## config.mk

```make
export PLATFORM = sky130hd
export DESIGN_NAME = rv32_regfile_alu_slice_flat
export DESIGN_NICKNAME = d
export VERILOG_FILES = /design/src/rtl/rv32_regfile_alu_slice_if.sv /design/src/rtl/rv32_regfile_alu_slice.sv /design/src/flat_wrapper.sv
export SDC_FILE = /design/constraint.sdc
export NUM_CORES = 2
export LEC_CHECK = 0
export ABC_CLOCK_PERIOD_IN_PS = 6400
export BUFFER_PORTS_ARGS = -buffer_cell sky130_fd_sc_hd__buf_2
export CAP_MARGIN = 30
export CORE_MARGIN = 1.5
export CORE_UTILIZATION = 35
export CTS_CLUSTER_DIAMETER = 200
export DETAILED_ROUTE_END_ITERATION = 10
export PLACE_DENSITY = 0.49
export SETUP_SLACK_MARGIN = 0.15
export SLEW_MARGIN = 20
export SYNTH_ARGS = -nofsm -noshare
export SYNTH_HDL_FRONTEND = slang
export SYNTH_SLANG_ARGS = --single-unit
```

## constraint.sdc

```tcl
create_clock -name clk -period 6.4 [get_ports clk]
set_clock_uncertainty 0.2 [all_clocks]
set_input_delay 0.96 -clock clk [delete_from_list [all_inputs] [get_ports clk]]
set_output_delay 0.96 -clock clk [all_outputs]
set_load 0.005 [all_outputs]
```

## src/rtl/rv32_regfile_alu_slice_if.sv

```systemverilog
// Bus between the ID/EX/WB datapath and the register-file/ALU execute slice.
// The slave modport is the slice; the master modport is the surrounding datapath.
interface rv32_regfile_alu_slice_if #(
    parameter int unsigned DATA_W = 32
);
    logic [4:0]        rd_addr0;
    logic [4:0]        rd_addr1;
    logic [4:0]        wr_addr0;
    logic [DATA_W-1:0] wr_din0;
    logic              we0;
    logic [DATA_W-1:0] rd_dout0;
    logic [DATA_W-1:0] rd_dout1;
    logic [DATA_W-1:0] rs1_ex;
    logic [DATA_W-1:0] rs2_ex;
    logic [DATA_W-1:0] a_in;
    logic [DATA_W-1:0] b_in;
    logic [3:0]        fs;
    logic [DATA_W-1:0] s;
    logic [3:0]        zcnv;
    logic [DATA_W-1:0] s_mem;

    modport master (
        output rd_addr0, rd_addr1, wr_addr0, wr_din0, we0, a_in, b_in, fs,
        input  rd_dout0, rd_dout1, rs1_ex, rs2_ex, s, zcnv, s_mem
    );

    modport slave (
        input  rd_addr0, rd_addr1, wr_addr0, wr_din0, we0, a_in, b_in, fs,
        output rd_dout0, rd_dout1, rs1_ex, rs2_ex, s, zcnv, s_mem
    );
endinterface

```

## src/rtl/rv32_regfile_alu_slice.sv

```systemverilog
// RV32I execute slice: 32x32 register file with write-through reads, ID/EX operand
// registers, and a combinational ALU with ZCNV flags feeding the EX/MEM result register.
module rv32_regfile_alu_slice #(
    parameter int unsigned DATA_W = 32
) (
    input  logic                     clk,
    input  logic                     rst,
    rv32_regfile_alu_slice_if.slave  bus
);
    localparam int unsigned NumRegs = 32;
    localparam int unsigned Msb     = DATA_W - 1;

    typedef enum logic [2:0] {
        OpAddSub = 3'b000,
        OpSll    = 3'b001,
        OpSlt    = 3'b010,
        OpSltu   = 3'b011,
        OpXor    = 3'b100,
        OpShr    = 3'b101,
        OpOr     = 3'b110,
        OpAnd    = 3'b111
    } op_e;

    logic [DATA_W-1:0] regs_q [NumRegs];
    logic [DATA_W-1:0] rd_dout0;
    logic [DATA_W-1:0] rd_dout1;
    logic [DATA_W-1:0] rs1_ex_d, rs1_ex_q;
    logic [DATA_W-1:0] rs2_ex_d, rs2_ex_q;
    logic [DATA_W-1:0] s_mem_d, s_mem_q;

    op_e               op;
    logic              is_sub;
    logic [DATA_W-1:0] a_op;
    logic [DATA_W-1:0] b_op;
    logic [DATA_W-1:0] b_add;
    logic [DATA_W:0]   sum;
    logic [4:0]        shamt;
    logic [DATA_W-1:0] alu_s;
    logic              flag_c;
    logic              flag_v;

    // ------------------------------------------------------------------
    // Register file
    // ------------------------------------------------------------------
    always_ff @(posedge clk) begin
        if (rst) begin
            for (int i = 0; i < NumRegs; i++) begin
                regs_q[i] <= '0;
            end
        end else if (bus.we0 && (bus.wr_addr0 != 5'd0)) begin
            regs_q[bus.wr_addr0] <= bus.wr_din0;
        end
    end

    // A write in flight is visible on the read ports in the same cycle.
    always_comb begin
        rd_dout0 = regs_q[bus.rd_addr0];
        if (bus.rd_addr0 == 5'd0) begin
            rd_dout0 = '0;
        end else if (bus.we0 && (bus.wr_addr0 == bus.rd_addr0)) begin
            rd_dout0 = bus.wr_din0;
        end
    end

    always_comb begin
        rd_dout1 = regs_q[bus.rd_addr1];
        if (bus.rd_addr1 == 5'd0) begin
            rd_dout1 = '0;
        end else if (bus.we0 && (bus.wr_addr0 == bus.rd_addr1)) begin
            rd_dout1 = bus.wr_din0;
        end
    end

    // ------------------------------------------------------------------
    // Function unit
    // ------------------------------------------------------------------
    assign a_op   = bus.a_in;
    assign b_op   = bus.b_in;
    assign op     = op_e'(bus.fs[3:1]);
    assign is_sub = (op == OpAddSub) && bus.fs[0];
    assign shamt  = b_op[4:0];

    // Subtraction shares the adder as A + ~B + 1, so C is the "no borrow" bit.
    assign b_add = is_sub ? ~b_op : b_op;
    assign sum   = {1'b0, a_op} + {1'b0, b_add} + {{DATA_W{1'b0}}, is_sub};

    always_comb begin
        alu_s  = '0;
        flag_c = 1'b0;
        flag_v = 1'b0;
        unique case (op)
            OpAddSub: begin
                alu_s  = sum[Msb:0];
                flag_c = sum[DATA_W];
                flag_v = (a_op[Msb] == b_add[Msb]) && (sum[Msb] != a_op[Msb]);
            end
            OpSll:  alu_s = a_op << shamt;
            OpSlt:  alu_s = {{(DATA_W-1){1'b0}}, ($signed(a_op) < $signed(b_op))};
            OpSltu: alu_s = {{(DATA_W-1){1'b0}}, (a_op < b_op)};
            OpXor:  alu_s = a_op ^ b_op;
            OpShr: begin
                if (bus.fs[0]) begin
                    alu_s = $signed(a_op) >>> shamt;
                end else begin
                    alu_s = a_op >> shamt;
                end
            end
            OpOr:   alu_s = a_op | b_op;
            OpAnd:  alu_s = a_op & b_op;
            default: alu_s = '0;
        endcase
    end

    // ------------------------------------------------------------------
    // ID/EX and EX/MEM registers
    // ------------------------------------------------------------------
    assign rs1_ex_d = rd_dout0;
    assign rs2_ex_d = rd_dout1;
    assign s_mem_d  = alu_s;

    always_ff @(posedge clk) begin
        if (rst) begin
            rs1_ex_q <= '0;
            rs2_ex_q <= '0;
            s_mem_q  <= '0;
        end else begin
            rs1_ex_q <= rs1_ex_d;
            rs2_ex_q <= rs2_ex_d;
            s_mem_q  <= s_mem_d;
        end
    end

    assign bus.rd_dout0 = rd_dout0;
    assign bus.rd_dout1 = rd_dout1;
    assign bus.rs1_ex   = rs1_ex_q;
    assign bus.rs2_ex   = rs2_ex_q;
    assign bus.s        = alu_s;
    assign bus.zcnv     = {(alu_s == '0), flag_c, alu_s[Msb], flag_v};
    assign bus.s_mem    = s_mem_q;

endmodule

```

## src/flat_wrapper.sv

```systemverilog
// flat-port wrapper written by rule: the top's interface ports become plain ports
module rv32_regfile_alu_slice_flat 
#(
    parameter int unsigned DATA_W = 32
)
  (clk, rst, bus_rd_addr0, bus_rd_addr1, bus_wr_addr0, bus_wr_din0, bus_we0, bus_a_in, bus_b_in, bus_fs, bus_rd_dout0, bus_rd_dout1, bus_rs1_ex, bus_rs2_ex, bus_s, bus_zcnv, bus_s_mem);
  rv32_regfile_alu_slice_if #(.DATA_W(DATA_W)) bus_i ();
  input  logic clk;
  input  logic rst;
  input wire logic [$bits(bus_i.rd_addr0)-1:0] bus_rd_addr0;
  input wire logic [$bits(bus_i.rd_addr1)-1:0] bus_rd_addr1;
  input wire logic [$bits(bus_i.wr_addr0)-1:0] bus_wr_addr0;
  input wire logic [$bits(bus_i.wr_din0)-1:0] bus_wr_din0;
  input wire logic [$bits(bus_i.we0)-1:0] bus_we0;
  input wire logic [$bits(bus_i.a_in)-1:0] bus_a_in;
  input wire logic [$bits(bus_i.b_in)-1:0] bus_b_in;
  input wire logic [$bits(bus_i.fs)-1:0] bus_fs;
  output wire logic [$bits(bus_i.rd_dout0)-1:0] bus_rd_dout0;
  output wire logic [$bits(bus_i.rd_dout1)-1:0] bus_rd_dout1;
  output wire logic [$bits(bus_i.rs1_ex)-1:0] bus_rs1_ex;
  output wire logic [$bits(bus_i.rs2_ex)-1:0] bus_rs2_ex;
  output wire logic [$bits(bus_i.s)-1:0] bus_s;
  output wire logic [$bits(bus_i.zcnv)-1:0] bus_zcnv;
  output wire logic [$bits(bus_i.s_mem)-1:0] bus_s_mem;
  assign bus_i.rd_addr0 = bus_rd_addr0;
  assign bus_i.rd_addr1 = bus_rd_addr1;
  assign bus_i.wr_addr0 = bus_wr_addr0;
  assign bus_i.wr_din0 = bus_wr_din0;
  assign bus_i.we0 = bus_we0;
  assign bus_i.a_in = bus_a_in;
  assign bus_i.b_in = bus_b_in;
  assign bus_i.fs = bus_fs;
  assign bus_rd_dout0 = bus_i.rd_dout0;
  assign bus_rd_dout1 = bus_i.rd_dout1;
  assign bus_rs1_ex = bus_i.rs1_ex;
  assign bus_rs2_ex = bus_i.rs2_ex;
  assign bus_s = bus_i.s;
  assign bus_zcnv = bus_i.zcnv;
  assign bus_s_mem = bus_i.s_mem;
  rv32_regfile_alu_slice #(.DATA_W(DATA_W)) u_core (.clk(clk), .rst(rst), .bus(bus_i));
endmodule
```

==> results_dict.tcl <==
set metrics [dict create \
    outcome "finished clean" \
    max_freq_mhz 156 \
    synth_ff_type "edfxtp_1" \
    clock-sinks 1120 \
    relSlewSlack_pct 29.6 \
    dp.cells 7646 \
    p_per_area_nw_per_um2 257 \
    synth.area.top_cells "edfxtp_1, mux4_2, and2_1" \
    cp.arrival_ns 5.23 \
    synth.most_common_cell "edfxtp_1" \
    async_flop_share_pct 0 \
    grt_pass1_wl_mm 371 \
    ys_types 85 \
    grt_pass1_vias 45900 \
    slew_violations 0 \
    cp_data_required_time_ns 5.24 \
    synth_common_cells "edfxtp_1, and2_1, mux4_2" \
    post-route-min-period_ns 6.39 \
    synthToLayoutAreaGrowth_pct 16.0 \
    yosysSeqAreaShare_pct 48.8 \
    combPwrFrac_pct 18.2 \
    nets 5536 \
    wire_per_inst_um 34.0 \
    cts_buffer_depth 3 \
    p_int_uw 14300 \
    track_usage_pct 27.5 \
    netlist_area_um2 66900 \
    pin_count 314 \
    start_util_pct 35.2 \
    crit_chain "buf_8, or4b_4, buf_12, xnor2_2, ha_1, nand2_1, or3_4, a211o_1, a2111oi_4, o211ai_1, and3_1, nor2b_1, and4b_1, nand4_1, buf_6, nor4_4, buf_2" \
    io_buffer_count 313 \
    irDropWorstVdd_v 0.000242 \
    cp_max_fo 4 \
    grtUsageMet3_pct 5.16 \
    die_w_um 440 \
    setup_viol 0 \
    dieArea_um2 194000 \
    dpl_cell_area_um2 72700 \
    synth_area_leader_cell "edfxtp_1" \
    worst_pin_slew_ns 1.05 \
    drt-initial-drc-count 6103 \
    cp_slowest_stage_delay_ns 0.68 \
    cp-start-kind "input pin" \
    syn-instance-count 4995 \
    maxCapViolCount 0 \
    fp-row-count 160 \
    cts_buffers 134 \
    period_share_pct 99.9 \
    grt_overflow_total 0 \
    drtAntennaViolNets 0 \
    antenna_found_initial 50 \
    ys_ff_latch 1120 \
    final-hold-violation-count 0 \
    wirelength_mm 270 \
    viasPerCell 5.88 \
    hp-class "in2reg" \
    synth_enable_flop_cells 1024 \
    layout-drive-gt1-share_pct 29.5 \
    avgSynthCellArea_um2 13.4 \
    vias 46600 \
    cts-htree-levels 4 \
    die_h_um 440 \
    grt.met2_usage_pct 41.9 \
    rsz0062_at_grt "yes" \
    leakage_uw 0.0282 \
    p_clk_share_pct 38.6 \
    setup_tns_ns 0 \
    cts_hold_buf 0 \
    cts_tree "yes" \
    dp_hpwl_mm 171 \
    instances_no_fill 7932 \
    insertion_delay_ns 0.80 \
    first_pass_iters 6 \
    design_area_um2 77600 \
    core-area_um2 190000 \
    yosysWarningCount 0 \
    critPathKind "in2out" \
    busiest_layer "met2" \
    slowest_stage "a2111oi_4" \
    switching_share_pct 28.2 \
    pwr-share-seq_pct 43.2 \
    grt_max_degree 80 \
    cts-root-buf "clkbuf_16" \
    cp-end-kind "primary output" \
    gp_congestion 0.963 \
    fill_cells 17600 \
    power_switching_uw 5610 \
    yosysTopAreaCellShare_pct 46.0 \
    grt_use_met1_pct 38.9 \
    path_clk_slew_ns 0.06 \
    drc_errors 0 \
]
registers in the layout, indices dropped and copies added, names as in the netlist:
signal / flops
u_core.bus.rs2_ex: 32
u_core.bus.s_mem: 32
u_core.regs_q: 1024
u_core.bus.rs1_ex: 32
cell families (layout without fill, tap and decap cells):
logic type,count (synthesis),after routing,share of synthesized area (%)
simple gates,1692,1693,14.4
mux,835,835,24.5
other cells,1,57,0.00561
buf+inv,611,980,3.50
xor+xnor,60,60,0.786
fa+ha+maj,129,129,2.42
flops,1120,1120,48.8
compound gates,547,547,5.53
layout by cell type (no fill, tap or decap), drive strengths merged, types with 31 or more instances in the layout:
master and count:
mux4 640, xnor2 46, o21ai 79, nand3 41, conb 32, inv 116
ha 128, o211ai 31, clkinv 54, buf 627, nand2 153, dfxtp 96
and2 1005, a211oi 139, nor2 224, a21oi 138, edfxtp 1024, mux2i 174
clkbuf 173, nor2b 125, or2 37
final cells by class:
cell class,instances,area (um2),area share (%)
Sequential cell,1120,32700,42.1
Multi-Input combinational cell,3296,32500,41.9
Timing Repair Buffer,628,4440,5.73
Clock buffer,172,3610,4.65
Tap cell,2511,3140,4.05
Clock inverter,71,724,0.934
Inverter,109,409,0.527
Antenna cell,25,62.6,0.0806
timing repair:
item | 4_1_cts | 5_1_grt
resized for setup | 46 | 5
buffers inserted | 14 | 0
hold endpoints to repair | 0 | 0
cloned | 1 | 0
pin swaps | 23 | 5
endpoints found under the setup margin | 2 | 3
final timing paths:
kind / from / end / slack [ns] / cells after the start
min: rst / u_core.bus.rs1_ex[2] / 0.41 / 2
max reg2reg: u_core.regs_q[11][4] / u_core.bus.rs2_ex[4] / 3.54 / 5
max: bus_fs[3] / bus_zcnv[3] / 0.008 / 17
min reg2reg: u_core.regs_q[31][9] / u_core.bus.rs2_ex[9] / 1.21 / 5
layer usage:
| metal | wire length (um) | vias to the layer above |
|---|---|---|
| li1 | - | 19500 |
| met3 | 21800 | 414 |
| met4 | 10400 | 8 |
| met2 | 122000 | 2197 |
| met1 | 115000 | 24500 |
| met5 | 52 | - |
worst max-delay path, delay by kind of cell:
| kind | cells | cell delay, ns |
|---|---|---|
| simple gates | 8 | 1.96 |
| buf+inv | 4 | 0.67 |
| fa+ha+maj | 1 | 0.34 |
| xor+xnor | 1 | 0.13 |
| compound gates | 3 | 1.17 |
metrics by stage:
stage	total power [uW]	worst slack [ns]	util (%)	hold WS [ns]
floorplan	10600	0.194	-	0.958
finish	19900	0.00765	40.8	0.408
global route	20500	-0.126	40.8	0.410
detailed placement	12300	-0.559	38.3	1.13
global placement	12300	-0.537	38.2	1.14
CTS	20000	0.0770	40.8	0.359
power by group through the flow:
| stage | Clock [uW] | Combinational [uW] | Sequential, uW |
|---|---|---|---|
| after global placement | 0 | 3520 | 8730 |
| after detailed placement | 0 | 3530 | 8750 |
| after CTS | 7800 | 3590 | 8600 |
| final | 7680 | 3630 | 8600 |
| after floorplan | 0 | 1950 | 8690 |
| after global routing | 8050 | 3780 | 8650 |
(Power assumes the default switching activity.)
